==> src/rtl/rgb_ddr_writer.sv <==
// rgb_ddr_writer: drains pixels from the capture FIFO in fixed-length bursts,
// zero-pads each pixel to a 32-bit word for an MCB write port and, after
// each burst, commands a write with auto-precharge at a linearly advancing
// address that wraps around one frame buffer.
module rgb_ddr_writer #(
    parameter int RGB_WIDTH        = 24,
    parameter int DATA_COUNT_WIDTH = 11,
    parameter int BURST_LEN        = 64,
    parameter int FRAME_BASE       = 0,
    parameter int FRAME_WORDS      = 786432
) (
    input  logic                        clk,
    input  logic                        rst,
    input  logic                        calib_done,
    output logic                        cmd_en,
    output logic [2:0]                  cmd_instr,
    output logic [5:0]                  cmd_bl,
    output logic [29:0]                 cmd_byte_addr,
    input  logic                        cmd_full,
    output logic                        wr_en,
    output logic [3:0]                  wr_mask,
    output logic [31:0]                 wr_data,
    input  logic                        wr_empty,
    input  logic                        wr_underrun,
    input  logic                        wr_error,
    input  logic [RGB_WIDTH-1:0]        fifo_data_out,
    output logic                        fifo_read_enable,
    input  logic [DATA_COUNT_WIDTH-1:0] fifo_rd_data_count,
    input  logic                        frame_start,
    output logic                        frame_done,
    output logic                        busy,
    output logic [15:0]                 error_count,
    output logic [7:0]                  led
);

    localparam logic [29:0] BASE_ADDR  = 30'(FRAME_BASE);
    localparam logic [29:0] ADDR_STEP  = 30'(4 * BURST_LEN);
    localparam logic [5:0]  BL_M1      = 6'(BURST_LEN - 1);
    localparam logic [6:0]  LAST_RD    = 7'(BURST_LEN - 1);
    localparam logic [31:0] BURST_W    = 32'(BURST_LEN);
    localparam logic [31:0] FRAME_W    = 32'(FRAME_WORDS);
    localparam logic [2:0]  INSTR_WRAP = 3'b010;

    typedef enum logic [2:0] {
        S_WAIT_CALIB,
        S_IDLE,
        S_FILL,
        S_DRAIN,
        S_CMD
    } state_t;

    state_t        state_q, state_d;
    logic [6:0]    rd_cnt_q, rd_cnt_d;
    logic          drain_q, drain_d;
    logic [29:0]   addr_q, addr_d;
    logic [31:0]   words_q, words_d;
    logic          pending_q, pending_d;
    logic          rd_en_q, rd_en_d;
    logic          rd_pend_q, rd_pend_d;
    logic          wr_en_q, wr_en_d;
    logic [31:0]   wr_data_q, wr_data_d;
    logic          cmd_en_q, cmd_en_d;
    logic [2:0]    cmd_instr_q, cmd_instr_d;
    logic [5:0]    cmd_bl_q, cmd_bl_d;
    logic [29:0]   cmd_addr_q, cmd_addr_d;
    logic          frame_done_q, frame_done_d;
    logic [4:0]    frame_cnt_q, frame_cnt_d;
    logic          calib_q, calib_d;
    logic          sticky_q, sticky_d;
    logic [15:0]   err_cnt_q, err_cnt_d;

    // Next-state logic for the burst sequencer, pixel pipeline and status
    always_comb begin
        state_d      = state_q;
        rd_cnt_d     = rd_cnt_q;
        drain_d      = drain_q;
        addr_d       = addr_q;
        words_d      = words_q;
        pending_d    = pending_q | frame_start;
        rd_en_d      = 1'b0;
        rd_pend_d    = rd_en_q;
        wr_en_d      = rd_pend_q;
        wr_data_d    = wr_data_q;
        cmd_en_d     = 1'b0;
        cmd_instr_d  = cmd_instr_q;
        cmd_bl_d     = cmd_bl_q;
        cmd_addr_d   = cmd_addr_q;
        frame_done_d = 1'b0;
        frame_cnt_d  = frame_cnt_q;
        calib_d      = calib_q;
        sticky_d     = sticky_q;
        err_cnt_d    = err_cnt_q;

        if (rd_pend_q) begin
            wr_data_d = 32'(fifo_data_out);
        end

        if (wr_underrun || wr_error) begin
            sticky_d = 1'b1;
            if (err_cnt_q != 16'hFFFF) begin
                err_cnt_d = err_cnt_q + 16'd1;
            end
        end

        case (state_q)
            S_WAIT_CALIB: begin
                if (calib_done) begin
                    state_d = S_IDLE;
                    calib_d = 1'b1;
                end
            end
            S_IDLE: begin
                if (pending_q) begin
                    addr_d    = BASE_ADDR;
                    words_d   = '0;
                    pending_d = frame_start;
                end
                if ((32'(fifo_rd_data_count) >= BURST_W) && wr_empty) begin
                    state_d  = S_FILL;
                    rd_en_d  = 1'b1;
                    rd_cnt_d = '0;
                end
            end
            S_FILL: begin
                rd_cnt_d = rd_cnt_q + 7'd1;
                if (rd_cnt_q == LAST_RD) begin
                    state_d = S_DRAIN;
                    drain_d = 1'b0;
                end else begin
                    rd_en_d = 1'b1;
                end
            end
            S_DRAIN: begin
                drain_d = 1'b1;
                if (drain_q) begin
                    state_d = S_CMD;
                end
            end
            S_CMD: begin
                if (!cmd_full) begin
                    cmd_en_d    = 1'b1;
                    cmd_instr_d = INSTR_WRAP;
                    cmd_bl_d    = BL_M1;
                    cmd_addr_d  = addr_q;
                    state_d     = S_IDLE;
                    if (words_q + BURST_W == FRAME_W) begin
                        addr_d       = BASE_ADDR;
                        words_d      = '0;
                        frame_done_d = 1'b1;
                        frame_cnt_d  = frame_cnt_q + 5'd1;
                    end else begin
                        addr_d  = addr_q + ADDR_STEP;
                        words_d = words_q + BURST_W;
                    end
                end
            end
            default: begin
                state_d = S_WAIT_CALIB;
            end
        endcase
    end

    // State and output registers, cleared by the synchronous reset
    always_ff @(posedge clk) begin
        if (rst) begin
            state_q      <= S_WAIT_CALIB;
            rd_cnt_q     <= '0;
            drain_q      <= 1'b0;
            addr_q       <= BASE_ADDR;
            words_q      <= '0;
            pending_q    <= 1'b0;
            rd_en_q      <= 1'b0;
            rd_pend_q    <= 1'b0;
            wr_en_q      <= 1'b0;
            wr_data_q    <= '0;
            cmd_en_q     <= 1'b0;
            cmd_instr_q  <= '0;
            cmd_bl_q     <= '0;
            cmd_addr_q   <= '0;
            frame_done_q <= 1'b0;
            frame_cnt_q  <= '0;
            calib_q      <= 1'b0;
            sticky_q     <= 1'b0;
            err_cnt_q    <= '0;
        end else begin
            state_q      <= state_d;
            rd_cnt_q     <= rd_cnt_d;
            drain_q      <= drain_d;
            addr_q       <= addr_d;
            words_q      <= words_d;
            pending_q    <= pending_d;
            rd_en_q      <= rd_en_d;
            rd_pend_q    <= rd_pend_d;
            wr_en_q      <= wr_en_d;
            wr_data_q    <= wr_data_d;
            cmd_en_q     <= cmd_en_d;
            cmd_instr_q  <= cmd_instr_d;
            cmd_bl_q     <= cmd_bl_d;
            cmd_addr_q   <= cmd_addr_d;
            frame_done_q <= frame_done_d;
            frame_cnt_q  <= frame_cnt_d;
            calib_q      <= calib_d;
            sticky_q     <= sticky_d;
            err_cnt_q    <= err_cnt_d;
        end
    end

    assign busy             = (state_q != S_WAIT_CALIB) && (state_q != S_IDLE);
    assign cmd_en           = cmd_en_q;
    assign cmd_instr        = cmd_instr_q;
    assign cmd_bl           = cmd_bl_q;
    assign cmd_byte_addr    = cmd_addr_q;
    assign wr_en            = wr_en_q;
    assign wr_mask          = 4'b0000;
    assign wr_data          = wr_data_q;
    assign fifo_read_enable = rd_en_q;
    assign frame_done       = frame_done_q;
    assign error_count      = err_cnt_q;
    assign led              = {frame_cnt_q, sticky_q, busy, calib_q};

endmodule
==> config.mk <==
export PLATFORM = sky130hd
export DESIGN_NAME = rgb_ddr_writer
export DESIGN_NICKNAME = d
export VERILOG_FILES = /design/src/rtl/rgb_ddr_writer.sv
export SDC_FILE = /design/constraint.sdc
export NUM_CORES = 1
export LEC_CHECK = 0
export CORE_MARGIN = 3
export CORE_UTILIZATION = 51
export DETAILED_ROUTE_END_ITERATION = 10
export GPL_TIMING_DRIVEN = 1
export HOLD_SLACK_MARGIN = 0.02
export PLACE_DENSITY_LB_ADDON = 0.08
export SLEW_MARGIN = 10
export SYNTH_ARGS = -nofsm -noshare
export SYNTH_HDL_FRONTEND = slang
export SYNTH_SLANG_ARGS = --single-unit
export TNS_END_PERCENT = 100
==> constraint.sdc <==
create_clock -name clk -period 3.55 [get_ports clk]
set_clock_uncertainty 0.2 [all_clocks]
set_input_delay 0.8875 -clock clk [delete_from_list [all_inputs] [get_ports clk]]
set_output_delay 0.8875 -clock clk [all_outputs]
set_load 0.02 [all_outputs]
==> summary.txt, run 1 <==
Finish
  • Layout cell share with drive strength beyond 1: 8.15%
  • Diode count: 0
  • Synth-to-layout area growth: 26.4%
  • Fin cells: 1129
  • Total Nets Final: 992

Die
  • Die H: 122 um
  • Starting Density: 53.2%
  • Die X: 122 um
  • Die ar.: 14900 um^2
  • FP Rows: 41
  • Core area: 12900 um^2
  • Ports: 147

Synth
  • Cells after synthesis: 855
  • Top post-synthesis cells by area: dfxtp_1, nand2_1, nor2_1, a21oi_1, buf_4
  • #FFs+latches synth: 135
  • Fraction of registers with async set/reset: 0%
  • Compound-Gate Fraction of Synth Area: 17.9%
  • Cell variety after synth: 68
  • Main combinational cell family by area after synthesis: simple AND/OR/NAND/NOR gates
  • Synth cell count leaders: dfxtp_1, nand2_1, nor2_1
  • Predominant post-synthesis flop cell: dfxtp_1
  • Synthesized area: 6850 um^2
  • Avg Inst Size Synth: 8.01 um^2
  • Synth top area share: 39.4%
  • Post-synthesis sequential area ratio: 39.4%
  • EDFF count, synth: 0
  • Multiplexer area fraction after synthesis: 4.60%
  • Top-count cell post-synth: dfxtp_1
  • Synthesis Warnings: 0
  • Post-Synth XOR/XNOR Area: 3.32%
  • Adder-Cell Fraction of Synth Area: 0.913%
  • Area leader, netlist: dfxtp_1
  • Simple-gate area share of the yosys netlist: 25.7%

Global routing
  • GRT Residual Overflow: 0
  • Vias in the first global route: 6198
  • Largest net degree at the start of global routing: 91
  • First-pass GRT wire length: 29400 um
  • Antenna violations before repair: 0
  • Total track usage: 24.1%

Clock network
  • CTS tree: yes
  • CTS clk-pin slew, worst paths: 50 ps
  • CTS buffer count: 17
  • H-tree depth: 4
  • Max Root-Sink Buffers: 2
  • CTS Root Cell: clkbuf_16
  • # clock sinks: 135
  • # hold bufs at CTS: 0
  • Worst-skew pair later-pin latency: 420 ps
  • Post-CTS setup repair buffer count: 0

STA
  • Least-Margin Pin Slew: 886 ps
  • Final worst path period share: 95.0%
  • Final Hold Fails: 0
  • F_max: 296 MHz
  • Final setup vio count: 0
  • Minimum hold slack: 253 ps
  • Relative slew slack: 40.9%
  • Max Slew Vio Count: 0
  • RSZ-0062 raised after global routing: no
  • Final min period: 3370 ps
  • Final TNS setup: 0 ps

Placed design
  • Number of instances in the placed design: 1097
  • DP Wirelength: 12000 um
  • Placer Congestion: 0.936
  • PortBufs: 118

Drt
  • Drt drc: 0
  • Pre-antenna DRT Iters: 7
  • Drt initial violations: 525
  • WL/cell: 15.6 um
  • Vias post-DR: 6483
  • Drt total wl: 17600 um
  • Detail Route Antenna Nets: 0
  • Post-DR vias/cell: 5.74

Power
  • Leakage power: 3.08 nW
  • P per Cell Area: 404 nW/um^2
  • VDD IR max: 0.301 mV

Setup path
  • Cell at the slowest stage of the critical path: or4b_1
  • Delay of the slowest cell on the worst path: 590 ps
  • CP Data Arrival Time: 3480 ps
  • Critical Path Fanout Max: 11
  • Crit path cell chain: nand4_2 > or3_1 > or4b_1 > a221oi_4 > nand2_2 > or2_1 > a32o_1
  • Critical path type: reg -> reg
  • Worst setup EP type: flop
  • CP Launch Type: flop
  • Required time worst endpoint: 3660 ps

Hold path
  • Hold crit path type: reg -> reg

Flow run
  • Max-Cap Viols: 0

Status
  • Status: finished clean
[critical path: cells and delay by family (launching register included)]
family	cells	cell delay [ps]
compound gates	2	590
flops	1	540
simple gates	5	1940
[layout by cell type, fill, tap and decap left out, drive strengths merged, types with 9 or more instances in the layout]
cell type	n
nor3	22
a21oi	61
o21ai	37
a211oi	13
nor4	11
mux2i	27
nand4	18
xnor2	13
clkdlybuf4s50	117
nand3	41
nor2	90
and2	9
o31ai	20
buf	24
a31oi	15
and3	14
nand2	114
dfxtp	135
o211ai	11
xor2	13
clkbuf	24
inv	15
conb	22
[sequential cells by signal, indices dropped and copies added, names as in the netlist, 3 cells and up]
signal,count
rd_cnt_q,7
frame_cnt_q,5
addr_q,22
words_q,26
error_count,16
state_q,3
wr_data,24
cmd_byte_addr,22
[final cells by class]
| cell class | count | area, um^2 |
|---|---|---|
| Clock buffer | 24 | 482 |
| Multi-Input combinational cell | 634 | 3720 |
| Sequential cell | 135 | 2700 |
| Clock inverter | 8 | 96.3 |
| Tap cell | 172 | 215 |
| Timing Repair Buffer | 141 | 1390 |
| Inverter | 15 | 56.3 |
| Fill cell | 1085 | 4220 |
[cell families after synthesis]
logic type / count (synthesis)
AO/OA/AOI/OAI: 188
XOR/XNOR: 26
adder cells (fa/ha/maj): 5
buffers and inverters: 107
flip-flops: 135
multiplexers: 31
other: 1
AND/OR/NAND/NOR: 362
[metrics by stage]
step           power, W  util, %  instance area [um^2]  worst slack [ps]
6_report        0.00350     67.3                  8660               177
5_1_grt         0.00363     67.3                  8660              25.4
4_1_cts         0.00353     67.0                  8630               151
3_5_place_dp    0.00180     62.5                  8050               169
3_3_place_gp    0.00180     62.5                  8050               252
2_1_floorplan   0.00173        -                  6930               403
[power by group]
part           leakage, nW  internal (W)  total (W)  switching (W)
Sequential            1.09       0.00154    0.00156      0.0000207
Combinational         1.70     0.0000957   0.000216       0.000120
Clock                0.284       0.00109    0.00173       0.000643
[path summary, 6_finish.rpt]
| path | start | to | slack, ps | cells past startpoint |
|---|---|---|---|---|
| worst max-delay path | words_q[9]$_SDFFE_PP0P_ | words_q[7]$_SDFFE_PP0P_ | 180 | 7 |
| worst max register to register | words_q[9]$_SDFFE_PP0P_ | words_q[7]$_SDFFE_PP0P_ | 180 | 7 |
| worst min register to register | cmd_byte_addr[11]$_SDFFE_PP0P_ | cmd_byte_addr[11]$_SDFFE_PP0P_ | 250 | 2 |
| worst min-delay path | cmd_byte_addr[11]$_SDFFE_PP0P_ | cmd_byte_addr[11]$_SDFFE_PP0P_ | 250 | 2 |
[layer usage]
metal	vias up	global-route usage, %	share of wire, %	wire length [um]
li1	3162	-	-	-
met2	251	40.4	49	8570
met1	3037	29.3	42	7420
met3	33	7.52	7.9	1390
met4	0	8.33	1.5	265
met5	-	0	0	0
[what timing repair did]
| action | 4_1_cts | 5_1_grt |
|---|---|---|
| setup endpoints to repair | 0 | 9 |
| gates resized for setup | 0 | 5 |
| endpoints found under the hold margin | 0 | 0 |
Power figures use the tool's default switching activity.
==> inputs of run 2 (changes only) <==
--- a/config.mk
+++ b/config.mk
@@ -7,6 +7,7 @@
 export LEC_CHECK = 0
 export CORE_MARGIN = 3
 export CORE_UTILIZATION = 51
+export CTS_CLUSTER_SIZE = 10
 export DETAILED_ROUTE_END_ITERATION = 10
 export GPL_TIMING_DRIVEN = 1
 export HOLD_SLACK_MARGIN = 0.02
==> results of run 2 <==
No change in the layout: final DEF, timing and power equal those of run 1.
==> inputs of run 3 (changes only) <==
--- a/config.mk
+++ b/config.mk
@@ -12,6 +12,7 @@
 export GPL_TIMING_DRIVEN = 1
 export HOLD_SLACK_MARGIN = 0.02
 export PLACE_DENSITY_LB_ADDON = 0.08
+export REMOVE_ABC_BUFFERS = 1
 export SLEW_MARGIN = 10
 export SYNTH_ARGS = -nofsm -noshare
 export SYNTH_HDL_FRONTEND = slang
==> run 3 against run 2 <==
Effect of this change: total power rose by 3.1%; utilization rose by 0.30 points; sequential power barely moved; non-clock buffer count rose by 7; register-to-register slack barely moved; first-iteration DRC count rose by 17%; critical path depth rose by 1; worst setup slack improved by 10 ps; sequential share of layout area fell by 0.14 points; combinational power barely moved; flip-flop and latch count did not move; critical endpoint unchanged.
==> summary.txt, run 3 (synthesized netlist as in run 1, its figures left out) <==
Status
  • Status: finished clean (unchanged)

Setup path
  • Critical Path Fanout Max: 9 (was 11)
  • Critical path type: reg -> reg (unchanged)
  • Worst setup EP type: flop (unchanged)
  • CP Data Arrival Time: 3470 ps (was 3480 ps)
  • CP Launch Type: flop (unchanged)
  • Required time worst endpoint: 3660 ps (about the same)

Die
  • Die ar.: 14900 um^2 (unchanged)
  • Die X: 122 um (unchanged)
  • Starting Density: 53.2% (unchanged)
  • Ports: 147 (unchanged)
  • Core area: 12900 um^2 (unchanged)
  • FP Rows: 41 (unchanged)
  • Die H: 122 um (unchanged)

Clock network
  • # hold bufs at CTS: 0 (unchanged)
  • Max Root-Sink Buffers: 2 (unchanged)
  • H-tree depth: 4 (unchanged)
  • # clock sinks: 135 (unchanged)
  • CTS tree: yes (unchanged)
  • CTS buffer count: 17 (unchanged)
  • CTS Root Cell: clkbuf_16 (unchanged)
  • CTS clk-pin slew, worst paths: 60 ps (was 50 ps)
  • Worst-skew pair later-pin latency: 420 ps (about the same)

Power
  • VDD IR max: 0.300 mV (was 0.301 mV)
  • P per Cell Area: 415 nW/um^2 (was 404 nW/um^2)
  • Leakage power: 3.10 nW (was 3.08 nW)
  • Total Power Consumption: 0.00361 W (was 0.00350 W)

Hold path
  • Hold crit path type: reg -> reg (unchanged)

STA
  • Final setup vio count: 0 (unchanged)
  • Final Hold Fails: 0 (unchanged)
  • Final worst path period share: 94.7% (was 95.0%)
  • Final min period: 3360 ps (was 3370 ps)
  • F_max: 297 MHz (was 296 MHz)
  • Relative slew slack: 29.5% (was 40.9%)
  • Least-Margin Pin Slew: 1060 ps (was 886 ps)
  • Max Slew Vio Count: 0 (unchanged)
  • RSZ-0062 raised after global routing: no (unchanged)
  • Minimum hold slack: 253 ps (about the same)

Global routing
  • First-pass GRT wire length: 28800 um (was 29400 um)
  • Largest net degree at the start of global routing: 77 (was 91)
  • GRT Residual Overflow: 0 (unchanged)
  • Antenna violations before repair: 0 (unchanged)
  • Total track usage: 23.7% (was 24.1%)
  • Vias in the first global route: 5787 (was 6198)

Finish
  • Diode count: 0 (unchanged)
  • Layout Utilization: 67.6% (was 67.3%)
  • Largest reg by FF count: words_q (unchanged)
  • Total Nets Final: 999 (was 992)
  • Leading cell types in the layout, fill and taps excluded: dfxtp_1, clkdlybuf4s50_1, nand2_1, nor2_1, a21oi_1 (unchanged)
  • Synth-to-layout area growth: 27.0% (was 26.4%)
  • Layout cell share with drive strength beyond 1: 8.71% (was 8.15%)
  • Commonest non-fill, non-tap cell in the layout: dfxtp_1 (unchanged)
  • Largest register FFs: 26 (unchanged)
  • Fin cells: 1136 (was 1129)

Flow run
  • Max-Cap Viols: 0 (unchanged)

Drt
  • Pre-antenna DRT Iters: 5 (was 7)
  • Post-DR vias/cell: 5.72 (was 5.74)
  • Drt total wl: 17600 um (about the same)
  • Drt initial violations: 614 (was 525)
  • Drt drc: 0 (unchanged)
  • Vias post-DR: 6501 (was 6483)
  • Detail Route Antenna Nets: 0 (unchanged)
  • WL/cell: 15.5 um (was 15.6 um)

Placed design
  • PortBufs: 118 (unchanged)
  • Placer Congestion: 0.899 (was 0.936)
  • Number of instances in the placed design: 1104 (was 1097)
  • DP Wirelength: 12400 um (was 12000 um)
-- run 3: cell type report --
type / instances / area, um^2
multi-input cells: 634 / 3700
clock inverters: 12 / 165
clock buffers: 20 / 447
repair buffers: 148 / 1410
fillers: 1082 / 4180
inverters: 15 / 56.3
well taps: 172 / 215
flip-flops and latches: 135 / 2700
-- run 3: path summary, 6_finish.rpt --
kind / slack, ps / to / depth (start not counted) / from
max: 190 / words_q[7]$_SDFFE_PP0P_ / 8 / words_q[6]$_SDFFE_PP0P_
max reg2reg: 190 / words_q[7]$_SDFFE_PP0P_ / 8 / words_q[6]$_SDFFE_PP0P_
min reg2reg: 250 / cmd_byte_addr[24]$_SDFFE_PP0P_ / 2 / cmd_byte_addr[24]$_SDFFE_PP0P_
min: 250 / cmd_byte_addr[24]$_SDFFE_PP0P_ / 2 / cmd_byte_addr[24]$_SDFFE_PP0P_
-- run 3: power by group --
group	internal [W]	switching, W	leakage [nW]
Clock	0.00114	0.000701	0.289
Combinational	0.0000949	0.000119	1.72
Sequential	0.00153	0.0000215	1.09
Total	0.00276	0.000842	3.10
-- run 3: stage by stage --
step	setup WS [ps]	instance area [um^2]	setup TNS, ps
6_report	187	8700	0
5_1_grt	26.1	8700	0
4_1_cts	217	8690	0
3_5_place_dp	255	8080	0
3_3_place_gp	297	8080	0
2_1_floorplan	-1540	6430	-63520
-- run 3: per-layer routing --
layer / wire [um] / GRT usage [%] / vias up
met5: 0 / 0 / -
met1: 7980 / 33.0 / 3070
met4: 192 / 8.68 / 0
li1: - / - / 3181
met2: 8270 / 36.5 / 231
met3: 1140 / 4.74 / 19
-- run 3: repair_timing --
action                     in CTS  in global routing
gates resized for setup         0                  1
buffers inserted                0                  0
setup endpoints to repair       0                  5
-- run 3: critical path: stages, from the launching register on --
cell,delay (ps)
dfxtp_1,450
ha_1,290
nand3_1,150
or3_1,390
or4b_1,600
a221oi_4,310
nand2_2,190
or2_1,380
a32o_1,300
